## config.mk

```make
export PLATFORM = sky130hd
export DESIGN_NAME = rot_mat_scheduler
export DESIGN_NICKNAME = d
export VERILOG_FILES = /design/src/rtl/rot_pkg.sv /design/src/rtl/rr_arbiter.sv /design/src/rtl/rot_mat_scheduler.sv
export SDC_FILE = /design/constraint.sdc
export NUM_CORES = 1
export LEC_CHECK = 0
export BUFFER_PORTS_ARGS = -buffer_cell sky130_fd_sc_hd__buf_2
export CAP_MARGIN = 20
export CORE_UTILIZATION = 30
export CTS_BUF_LIST = sky130_fd_sc_hd__clkbuf_16
export CTS_CLUSTER_SIZE = 20
export DETAILED_ROUTE_END_ITERATION = 8
export GPL_ROUTABILITY_DRIVEN = 0
export PLACE_DENSITY = 0.56
export SLEW_MARGIN = 20
export SYNTH_ARGS = -nofsm -noshare
export SYNTH_HDL_FRONTEND = slang
export SYNTH_SLANG_ARGS = --single-unit
```

## constraint.sdc

```tcl
create_clock -name clk -period 14 [get_ports clk]
set_input_delay 2.8 -clock clk [delete_from_list [all_inputs] [get_ports clk]]
set_output_delay 2.8 -clock clk [all_outputs]
set_load 0.005 [all_outputs]
```

## src/rtl/rot_pkg.sv

```systemverilog
// Shared definitions for the rotation-matrix scheduler: widths, state encoding
// and the fixed-point pi constant.
package rot_pkg;

  localparam int unsigned DECIMAL_BITS_DEF = 8;

  localparam logic [1:0] ST_IDLE  = 2'd0;
  localparam logic [1:0] ST_ISSUE = 2'd1;
  localparam logic [1:0] ST_WAIT  = 2'd2;

  typedef enum logic [1:0] {
    S_IDLE  = ST_IDLE,
    S_ISSUE = ST_ISSUE,
    S_WAIT  = ST_WAIT
  } state_t;

  // Angle width: sign + 2 integer bits + fraction
  function automatic int unsigned ang_w(input int unsigned db);
    return db + 3;
  endfunction

  // Matrix element width: sign + 1 integer bit + fraction
  function automatic int unsigned m_w(input int unsigned db);
    return db + 2;
  endfunction

  // Ceiling log2, minimum 0
  function automatic int unsigned clog2(input int unsigned n);
    int unsigned r;
    r = 0;
    for (int unsigned i = 0; i < 32; i++) begin
      if ((64'd1 << i) < 64'(n)) r = i + 1;
    end
    return r;
  endfunction

  // pi scaled by 2^(db-1), rounded to nearest
  function automatic int unsigned pi_2(input int unsigned db);
    return unsigned'($rtoi(3.141592653589793 * (2.0 ** (real'(db) - 1.0)) + 0.5));
  endfunction

  localparam int unsigned PI_2 = pi_2(DECIMAL_BITS_DEF);

endpackage

```

## src/rtl/rr_arbiter.sv

```systemverilog
// Combinational round-robin search: first set request at or above ptr, wrapping.
module rr_arbiter
  import rot_pkg::*;
#(
  parameter  int unsigned NUM_REQ = 4,
  localparam int unsigned ID_W    = clog2(NUM_REQ)
) (
  input  logic [NUM_REQ-1:0] req,
  input  logic [ID_W-1:0]    ptr,
  output logic [NUM_REQ-1:0] grant_c,
  output logic [ID_W-1:0]    idx_c,
  output logic               valid_c
);

  // Scan NUM_REQ slots starting at ptr; first hit wins
  always_comb begin
    logic [ID_W-1:0] w_j;
    grant_c = '0;
    idx_c   = '0;
    valid_c = 1'b0;
    w_j     = '0;
    for (int unsigned k = 0; k < NUM_REQ; k++) begin
      w_j = ID_W'((32'(ptr) + k) % NUM_REQ);
      if (!valid_c && req[w_j]) begin
        valid_c = 1'b1;
        idx_c   = w_j;
        grant_c = NUM_REQ'(1) << w_j;
      end
    end
  end

endmodule

```

## src/rtl/rot_mat_scheduler.sv

```systemverilog
// Shares one ZYX rotation-matrix unit among NUM_REQ requesters: round-robin
// grant, inputEnable burst, wait for outputEnable with watchdog, tagged result.
module rot_mat_scheduler
  import rot_pkg::*;
#(
  parameter  int unsigned DECIMAL_BITS = DECIMAL_BITS_DEF,
  parameter  int unsigned NUM_REQ      = 4,
  parameter  int unsigned EN_CYCLES    = 4,
  parameter  int unsigned TIMEOUT      = 255,
  localparam int unsigned ANG_W        = ang_w(DECIMAL_BITS),
  localparam int unsigned M_W          = m_w(DECIMAL_BITS),
  localparam int unsigned ID_W         = clog2(NUM_REQ)
) (
  input  logic                     clk,
  input  logic                     reset,
  input  logic [NUM_REQ-1:0]       req,
  input  logic [NUM_REQ*ANG_W-1:0] req_rot_x,
  input  logic [NUM_REQ*ANG_W-1:0] req_rot_y,
  input  logic [NUM_REQ*ANG_W-1:0] req_rot_z,
  output logic [NUM_REQ-1:0]       ack,
  output logic [ANG_W-1:0]         rot_x,
  output logic [ANG_W-1:0]         rot_y,
  output logic [ANG_W-1:0]         rot_z,
  output logic                     inputEnable,
  input  logic [M_W-1:0]           m_00,
  input  logic [M_W-1:0]           m_01,
  input  logic [M_W-1:0]           m_02,
  input  logic [M_W-1:0]           m_10,
  input  logic [M_W-1:0]           m_11,
  input  logic [M_W-1:0]           m_12,
  input  logic [M_W-1:0]           m_20,
  input  logic [M_W-1:0]           m_21,
  input  logic [M_W-1:0]           m_22,
  input  logic                     outputEnable,
  output logic                     res_valid,
  output logic [ID_W-1:0]          res_id,
  output logic [9*M_W-1:0]         res_mat,
  output logic                     err,
  output logic                     busy
);

  localparam int unsigned EN_W = 4;
  localparam int unsigned WD_W = 8;

  state_t             r_state;
  state_t             w_state_nxt;
  logic [ID_W-1:0]    r_rr_ptr,    w_rr_ptr_nxt;
  logic [ID_W-1:0]    r_cur_id,    w_cur_id_nxt;
  logic [EN_W-1:0]    r_en_cnt,    w_en_cnt_nxt;
  logic [WD_W-1:0]    r_wd_cnt,    w_wd_cnt_nxt;
  logic [WD_W-1:0]    w_wd_inc;
  logic [NUM_REQ-1:0] r_ack,       w_ack_nxt;
  logic [ANG_W-1:0]   r_rot_x,     w_rot_x_nxt;
  logic [ANG_W-1:0]   r_rot_y,     w_rot_y_nxt;
  logic [ANG_W-1:0]   r_rot_z,     w_rot_z_nxt;
  logic               r_in_en,     w_in_en_nxt;
  logic               r_res_valid, w_res_valid_nxt;
  logic [ID_W-1:0]    r_res_id,    w_res_id_nxt;
  logic [9*M_W-1:0]   r_res_mat,   w_res_mat_nxt;
  logic               r_err,       w_err_nxt;
  logic               r_busy;

  logic [NUM_REQ-1:0] w_arb_grant;
  logic [ID_W-1:0]    w_arb_idx;
  logic               w_arb_valid;
  logic [9*M_W-1:0]   w_m_all;

  rr_arbiter #(
    .NUM_REQ (NUM_REQ)
  ) u_arb (
    .req     (req),
    .ptr     (r_rr_ptr),
    .grant_c (w_arb_grant),
    .idx_c   (w_arb_idx),
    .valid_c (w_arb_valid)
  );

  assign w_m_all  = {m_22, m_21, m_20, m_12, m_11, m_10, m_02, m_01, m_00};
  assign w_wd_inc = r_wd_cnt + WD_W'(1);

  // State register
  always_ff @(posedge clk or posedge reset) begin
    if (reset) r_state <= S_IDLE;
    else       r_state <= w_state_nxt;
  end

  // Next-state and next-register values
  always_comb begin
    w_state_nxt     = r_state;
    w_rr_ptr_nxt    = r_rr_ptr;
    w_cur_id_nxt    = r_cur_id;
    w_en_cnt_nxt    = r_en_cnt;
    w_wd_cnt_nxt    = r_wd_cnt;
    w_ack_nxt       = '0;
    w_rot_x_nxt     = r_rot_x;
    w_rot_y_nxt     = r_rot_y;
    w_rot_z_nxt     = r_rot_z;
    w_in_en_nxt     = r_in_en;
    w_res_valid_nxt = 1'b0;
    w_res_id_nxt    = r_res_id;
    w_res_mat_nxt   = r_res_mat;
    w_err_nxt       = 1'b0;
    case (r_state)
      S_IDLE: begin
        if (w_arb_valid) begin
          w_rot_x_nxt  = req_rot_x[32'(w_arb_idx)*ANG_W +: ANG_W];
          w_rot_y_nxt  = req_rot_y[32'(w_arb_idx)*ANG_W +: ANG_W];
          w_rot_z_nxt  = req_rot_z[32'(w_arb_idx)*ANG_W +: ANG_W];
          w_ack_nxt    = w_arb_grant;
          w_cur_id_nxt = w_arb_idx;
          w_rr_ptr_nxt = ID_W'((32'(w_arb_idx) + 32'd1) % NUM_REQ);
          w_in_en_nxt  = 1'b1;
          w_en_cnt_nxt = EN_W'(1);
          w_state_nxt  = S_ISSUE;
        end
      end
      S_ISSUE: begin
        if (r_en_cnt == EN_W'(EN_CYCLES)) begin
          w_in_en_nxt  = 1'b0;
          w_wd_cnt_nxt = '0;
          w_state_nxt  = S_WAIT;
        end else begin
          w_en_cnt_nxt = r_en_cnt + EN_W'(1);
        end
      end
      S_WAIT: begin
        // Result beats watchdog when both land on the same edge
        if (outputEnable) begin
          w_res_mat_nxt   = w_m_all;
          w_res_id_nxt    = r_cur_id;
          w_res_valid_nxt = 1'b1;
          w_state_nxt     = S_IDLE;
        end else if (w_wd_inc == WD_W'(TIMEOUT)) begin
          w_err_nxt    = 1'b1;
          w_res_id_nxt = r_cur_id;
          w_state_nxt  = S_IDLE;
        end else begin
          w_wd_cnt_nxt = w_wd_inc;
        end
      end
      default: w_state_nxt = S_IDLE;
    endcase
  end

  // Datapath and output registers
  always_ff @(posedge clk or posedge reset) begin
    if (reset) begin
      r_rr_ptr    <= '0;
      r_cur_id    <= '0;
      r_en_cnt    <= '0;
      r_wd_cnt    <= '0;
      r_ack       <= '0;
      r_rot_x     <= '0;
      r_rot_y     <= '0;
      r_rot_z     <= '0;
      r_in_en     <= 1'b0;
      r_res_valid <= 1'b0;
      r_res_id    <= '0;
      r_res_mat   <= '0;
      r_err       <= 1'b0;
      r_busy      <= 1'b0;
    end else begin
      r_rr_ptr    <= w_rr_ptr_nxt;
      r_cur_id    <= w_cur_id_nxt;
      r_en_cnt    <= w_en_cnt_nxt;
      r_wd_cnt    <= w_wd_cnt_nxt;
      r_ack       <= w_ack_nxt;
      r_rot_x     <= w_rot_x_nxt;
      r_rot_y     <= w_rot_y_nxt;
      r_rot_z     <= w_rot_z_nxt;
      r_in_en     <= w_in_en_nxt;
      r_res_valid <= w_res_valid_nxt;
      r_res_id    <= w_res_id_nxt;
      r_res_mat   <= w_res_mat_nxt;
      r_err       <= w_err_nxt;
      r_busy      <= (w_state_nxt != S_IDLE);
    end
  end

  assign ack         = r_ack;
  assign rot_x       = r_rot_x;
  assign rot_y       = r_rot_y;
  assign rot_z       = r_rot_z;
  assign inputEnable = r_in_en;
  assign res_valid   = r_res_valid;
  assign res_id      = r_res_id;
  assign res_mat     = r_res_mat;
  assign err         = r_err;
  assign busy        = r_busy;

endmodule

```

==> Yosys cells after proc, flatten, opt, wreduce, memory -nomap -nowiden <==
Index checks and enable logic that the tools add are counted.
W data, S select, Z words.
{ "op_classes": {"n_addsub": 6, "mul": 1, "n_div": 0, "order_cmp": 4, "eq_ne": 9, "n_shift": 7, "mux": 44, "bitwise": 0, "n_reduce_logical": 17} }
{ "ops": {"columns": ["operator", "count"], "rows": [
  ["$shiftx A44 B7 Y11", 3],
  ["$mux W4", 8],
  ["$mux W8", 3],
  ["$mux W2", 10],
  ["$pmux W8 S2", 1],
  ["$shl A1 B2 Y4 const A", 4],
  ["$mux W1", 15],
  ["$lt A2 B3 Y1 const B", 4],
  ["$add A8 B1 Y8 const B", 1],
  ["$bmux W1 S2", 4],
  ["$eq A8 B8 Y1 const B", 1],
  ["$ne A2 B2 Y1 const B", 4],
  ["$pmux W4 S2", 1],
  ["$reduce_bool A2 Y1", 4],
  ["$mul A2 B4 Y6 const B", 1],
  ["$pmux W2 S3", 1],
  ["$reduce_and A2 Y1", 3],
  ["$reduce_and A3 Y1", 2],
  ["$add A2 B1 Y2 const B", 2],
  ["$add A2 B2 Y2 const B", 2],
  ["$add A4 B1 Y4 const B", 1],
  ["$eq A4 B3 Y1 const B", 1],
  ["$reduce_and A4 Y1", 1],
  ["$logic_and A1 B1 Y1", 3],
  ["6 further kinds", 8]
]} }
{ "word_totals": {"reg_bits": 151, "latchBits": 0, "ramBits": 0, "mem_bits_ro": 0, "wordCells": 103, "mem_count": 0} }

==> Longest topological paths before layout <==
{ "logic_depth": {"ltp_word": 15, "ltp_mapped": 11} }

==> Hierarchy <==
Synthesis repeated with hierarchy kept, for this count alone.
{ "unflattened": {"hier_cells": 567, "hier_area_um2": 7210.7} }
{ "modules_own_cells": {"columns": ["mod", "instances", "cells_each", "area_per_inst_um2", "seq_area_each_um2"], "rows": [
  ["rot_mat_scheduler", 1, 494, 6645.1, 3778.6],
  ["rr_arbiter", 1, 73, 565.5, 0.0]
]} }

==> Worst setup path before layout <==
OpenSTA, ideal clock, no wires.
{ "synth_path": {"path_type": "input port to flip-flop", "from": "input req[2]", "to": "register r_rot_z[10] (netlist: rot_z[10])", "setup_ns": 0.137, "t_arrival_ns": 4.431, "t_required_ns": 13.863, "path_slack_ns": 9.432, "stages": 7, "path_buffers": 2, "path_cell_list": "mux4_1 > o32a_1 > buf_6 > buf_12 > mux2_4 > o22ai_2 > a21oi_1"} }
{ "synth_between": {"elab_chain_len": 14} }
{ "synth_lines": {"columns": ["item", "line", "rtl"], "rows": [
  ["from (decl)", "rot_mat_scheduler.sv:16", "input logic [NUM_REQ-1:0] req,"],
  ["$bmux W1 S2", "rr_arbiter.sv:24", "if (!valid_c && req[w_j]) begin"],
  ["$mux W1 (implied by the code)", "rr_arbiter.sv:24", null],
  ["$mux W1", "rr_arbiter.sv:24", null],
  ["$logic_not A1 Y1", "rr_arbiter.sv:24", null],
  ["$logic_and A1 B1 Y1", "rr_arbiter.sv:24", null],
  ["$mux W1", "rr_arbiter.sv:24", null],
  ["$logic_not A1 Y1", "rr_arbiter.sv:24", null],
  ["$logic_and A1 B1 Y1", "rr_arbiter.sv:24", null],
  ["$mux W1", "rr_arbiter.sv:24", null],
  ["$logic_not A1 Y1", "rr_arbiter.sv:24", null],
  ["$logic_and A1 B1 Y1", "rr_arbiter.sv:24", null],
  ["$mux W2", "rr_arbiter.sv:24", null],
  ["$mul A2 B4 Y6", "rot_mat_scheduler.sv:108", "w_rot_z_nxt = req_rot_z[32'(w_arb_idx)*ANG_W +: ANG_W];"],
  ["$shiftx A44 B7 Y11", "rot_mat_scheduler.sv:108", null],
  ["to (signal assigned)", "rot_mat_scheduler.sv:170", "r_rot_z <= w_rot_z_nxt;"],
  ["to (decl)", "rot_mat_scheduler.sv:55", "logic [ANG_W-1:0] r_rot_z, w_rot_z_nxt;"]
]} }
Several ways; a longest one is shown, not always the timed one. The select of a mux whose other input is x is not followed.
A chain may end at the register's enable or synchronous reset.

==> Final worst setup path <==
{ "layout_path": {"from": "input req[2]", "to": "register r_rot_z[9] (netlist: rot_z[9])"} }
Same word-level chain as after synthesis.

==> results.md <==
- Status: finished, final reports clean
- R2R Path End: rot_z[9]
- CTS Buf Count: 17
- Final setup margin: 8820 ps
- I/O pins: 362
- Synth Area in Compound Gates: 11.1%
- HPWL Detailed: 15800 um
- Setup WS pre-CTS: 8410 ps
- Tcrit/Tclk final: 37.0%
- Top cells by area, synth: dfrtp_1 (51%), mux2_2 (14%), mux2_4 (6.3%)
- Class of the worst hold path: reg -> reg
- Fill count: 2341
- Worst-Margin Slew: 1030 ps
- Die Span X: 159 um
- Drt first pass iters: 5
- CP startpoint kind: primary input
- Post-Route WL: 20900 um
- Port Buffers: 361
- Hold_ws: 480 ps
- CTS root buf: clkbuf_16
- Core area: 0.0242 mm^2
- Post-synthesis simple-gate area fraction: 4.44%
- Flop2flop setup slack: 10160 ps
- Fin cells: 1237
- Initial Util: 30.5%
- Routed Antenna Nets: 0
- P&R area growth vs syn: 35.9%
- Cell area after synthesis: 0.00739 mm^2
- Worst-skew pair later-pin latency: 420 ps
- Final nets: 1140
- Clock Path Buffers: 2
- Seq/Total Area, Yosys: 51.1%
- Post-synth top flop: dfrtp_1
- CTS resizes: 0
- Cell variety after synth: 46
- Slew headroom: 31.5%
- Tmin final: 5180 ps
- Multi-input logic area: 0.00333 mm^2
- R2r worst-path depth: 9
- Worst Clk Skew: 15.2 ps
- Avg Vias per Cell: 4.54
- Setup TNS Final: 0 ps
- Area after DPL: 0.00944 mm^2
- Synth area leader: dfrtp_1
- Max_cap viols: 0
- Post-Syn Instances: 546
- CP arrival: 5460 ps
- Most common cell in the netlist: dfrtp_1
- Worst path bufs/invs: 2
- Critical Path Max Stage Delay: 820 ps
- Worst path top cell family by delay: buffers and inverters
- Final Setup Violations: 0
- Vias in the first global route: 5655
- Layout cells sized above 1: 62.3%
- Mux cell area share after synthesis: 26.5%
- CP Depth: 8
- Clk sinks: 151
- Worst Setup EP: rot_z[9]
- H-tree depth: 4
- Largest net degree at the start of global routing: 81
- XOR/XNOR share of the synthesized area: 0.830%
- Crit Path Category: in -> reg
- Dpl cells: 1204
- DRC: 0
- Final hold viol count: 0
- Synthesis-stage register bit count: 151
- Vias: 5621
- Peak supply drop: 0.0916 mV
- Main combinational cell family by area after synthesis: multiplexers
- Synth top area share: 51.1%
- Post-CTS Setup Inserts: 0
- Die H: 159 um
- Synth Area in Adders: 2.03%
- CP max FO: 59
- Critical Path Sink Type: flip-flop
- Hold buffer count at CTS: 0
- Initial antenna violation count: 4
- Lkg Pwr: 5.11 nW
- Die footprint: 0.0253 mm^2
- Worst R2R Start: r_rr_ptr[0]
- Yosys warning count: 0
- Iteration-0 DRC Markers: 274
- RSZ-0062 raised after global routing: false
- Slowest CP cell: buf_4
- GR Overflow Total: 0
- Critical Path Source: req[2]
- Final Instance Area: 0.0100 mm^2
- Fin. max-slew vios: 0
- Async S/R FF share, synth: 100%
- Required @ worst endpoint: 14280 ps
- Clk slew on worst S/H paths: 70 ps
- CTS tree: built
- First-pass GRT wire length: 32300 um
- Crit path cell chain: buf_2, mux4_2, nor2b_4, o32a_2, buf_4, mux2_4, o22ai_2, a21oi_1
- Post-synth EDFFs: 0
- Fmax: 0.193 GHz
- Post-synth net total: 787
- Cell row count: 57
- Synth cell count leaders: dfrtp_1 (151), mux2_2 (94), a21oi_1 (41), mux2i_1 (34)
- Pwr dens: 215 mW/mm^2
- Sequential Area: 0.00378 mm^2
- Syn Area/Cell: 13.5 um^2
- GRT Total Usage: 16.6%
- Routed WL per cell: 16.9 um
[placed cells by master, fill, tap and decap left out, types with 4 or more instances in the layout]
cell and n:
o22ai_2 31, buf_4 6, inv_1 11, inv_6 4
nor3_1 4, a21o_1 4, nand2b_1 5, mux2i_1 34
ha_1 12, dfrtp_1 151, nand3_1 6, nand2_1 15
o21ai_0 10, nor2_1 15, mux2_2 94, a21oi_1 40
xnor2_1 4, clkbuf_16 17, mux2_4 31, a221o_1 4
buf_2 361
[state kept, by name, summed over array words and instances (netlist names)]
register and flops:
inputEnable 1, rot_z 11, rot_y 11, res_id 2, r_cur_id 2, res_mat 90
r_en_cnt 4, res_valid 1, r_state 2, busy 1, rot_x 11, ack 4
err 1, r_wd_cnt 8, r_rr_ptr 2
[area by class of cell]
type / instances / area share [%]
Timing Repair Buffer: 368 / 18.7
Antenna cell: 1 / 0.0249
Clock buffer: 17 / 4.24
Clock inverter: 15 / 1.69
Multi-Input combinational cell: 350 / 33.2
Inverter: 11 / 0.461
Tap cell: 324 / 4.04
Sequential cell: 151 / 37.6
[worst min-delay path by stage]
stage                      from  depth (start not counted)          end
floorplan           r_cur_id[1]                          1  r_cur_id[1]
global placement    r_cur_id[1]                          1  r_cur_id[1]
detailed placement    res_id[0]                          1    res_id[0]
CTS                   res_id[0]                          1    res_id[0]
global route          res_id[0]                          1    res_id[0]
finish                res_id[0]                          1    res_id[0]
[layer usage]
layer	routed length (um)	global-route usage (%)	up-vias
met4	595	6.42	2
met3	1390	4.51	33
li1	-	-	2688
met5	13	0	-
met1	8500	19.6	2652
met2	10400	28.8	246
[cells by family (layout without fill, tap and decap cells)]
kind of cell	Yosys count	in the layout
compound gates	103	103
xor+xnor	7	7
fa+ha+maj	12	12
buf+inv	45	411
flops	151	151
mux	164	164
other cells	0	1
simple gates	64	64
[where the power goes]
part	total [W]	internal, W	switching (W)
Clock	0.000470	0.000267	0.000203
Combinational	0.000958	0.000518	0.000441
Sequential	0.000735	0.000628	0.000107
Total	0.00216	0.00141	0.000750
[worst reg2reg max path: stages, from the launching register on]
cell	delay (ps)
dfrtp_1	630
inv_1	270
ha_1	450
mux4_2	410
nor2b_4	190
o32a_2	350
buf_4	830
mux2_4	440
o22ai_2	90
a21oi_1	60
[metrics by stage]
step,total power [W],util (%)
floorplan,0.00142,-
global route,0.00231,41.4
finish,0.00216,41.4
CTS,0.00220,41.4
detailed placement,0.00172,38.9
global placement,0.00170,38.8
Power figures use the tool's default switching activity.
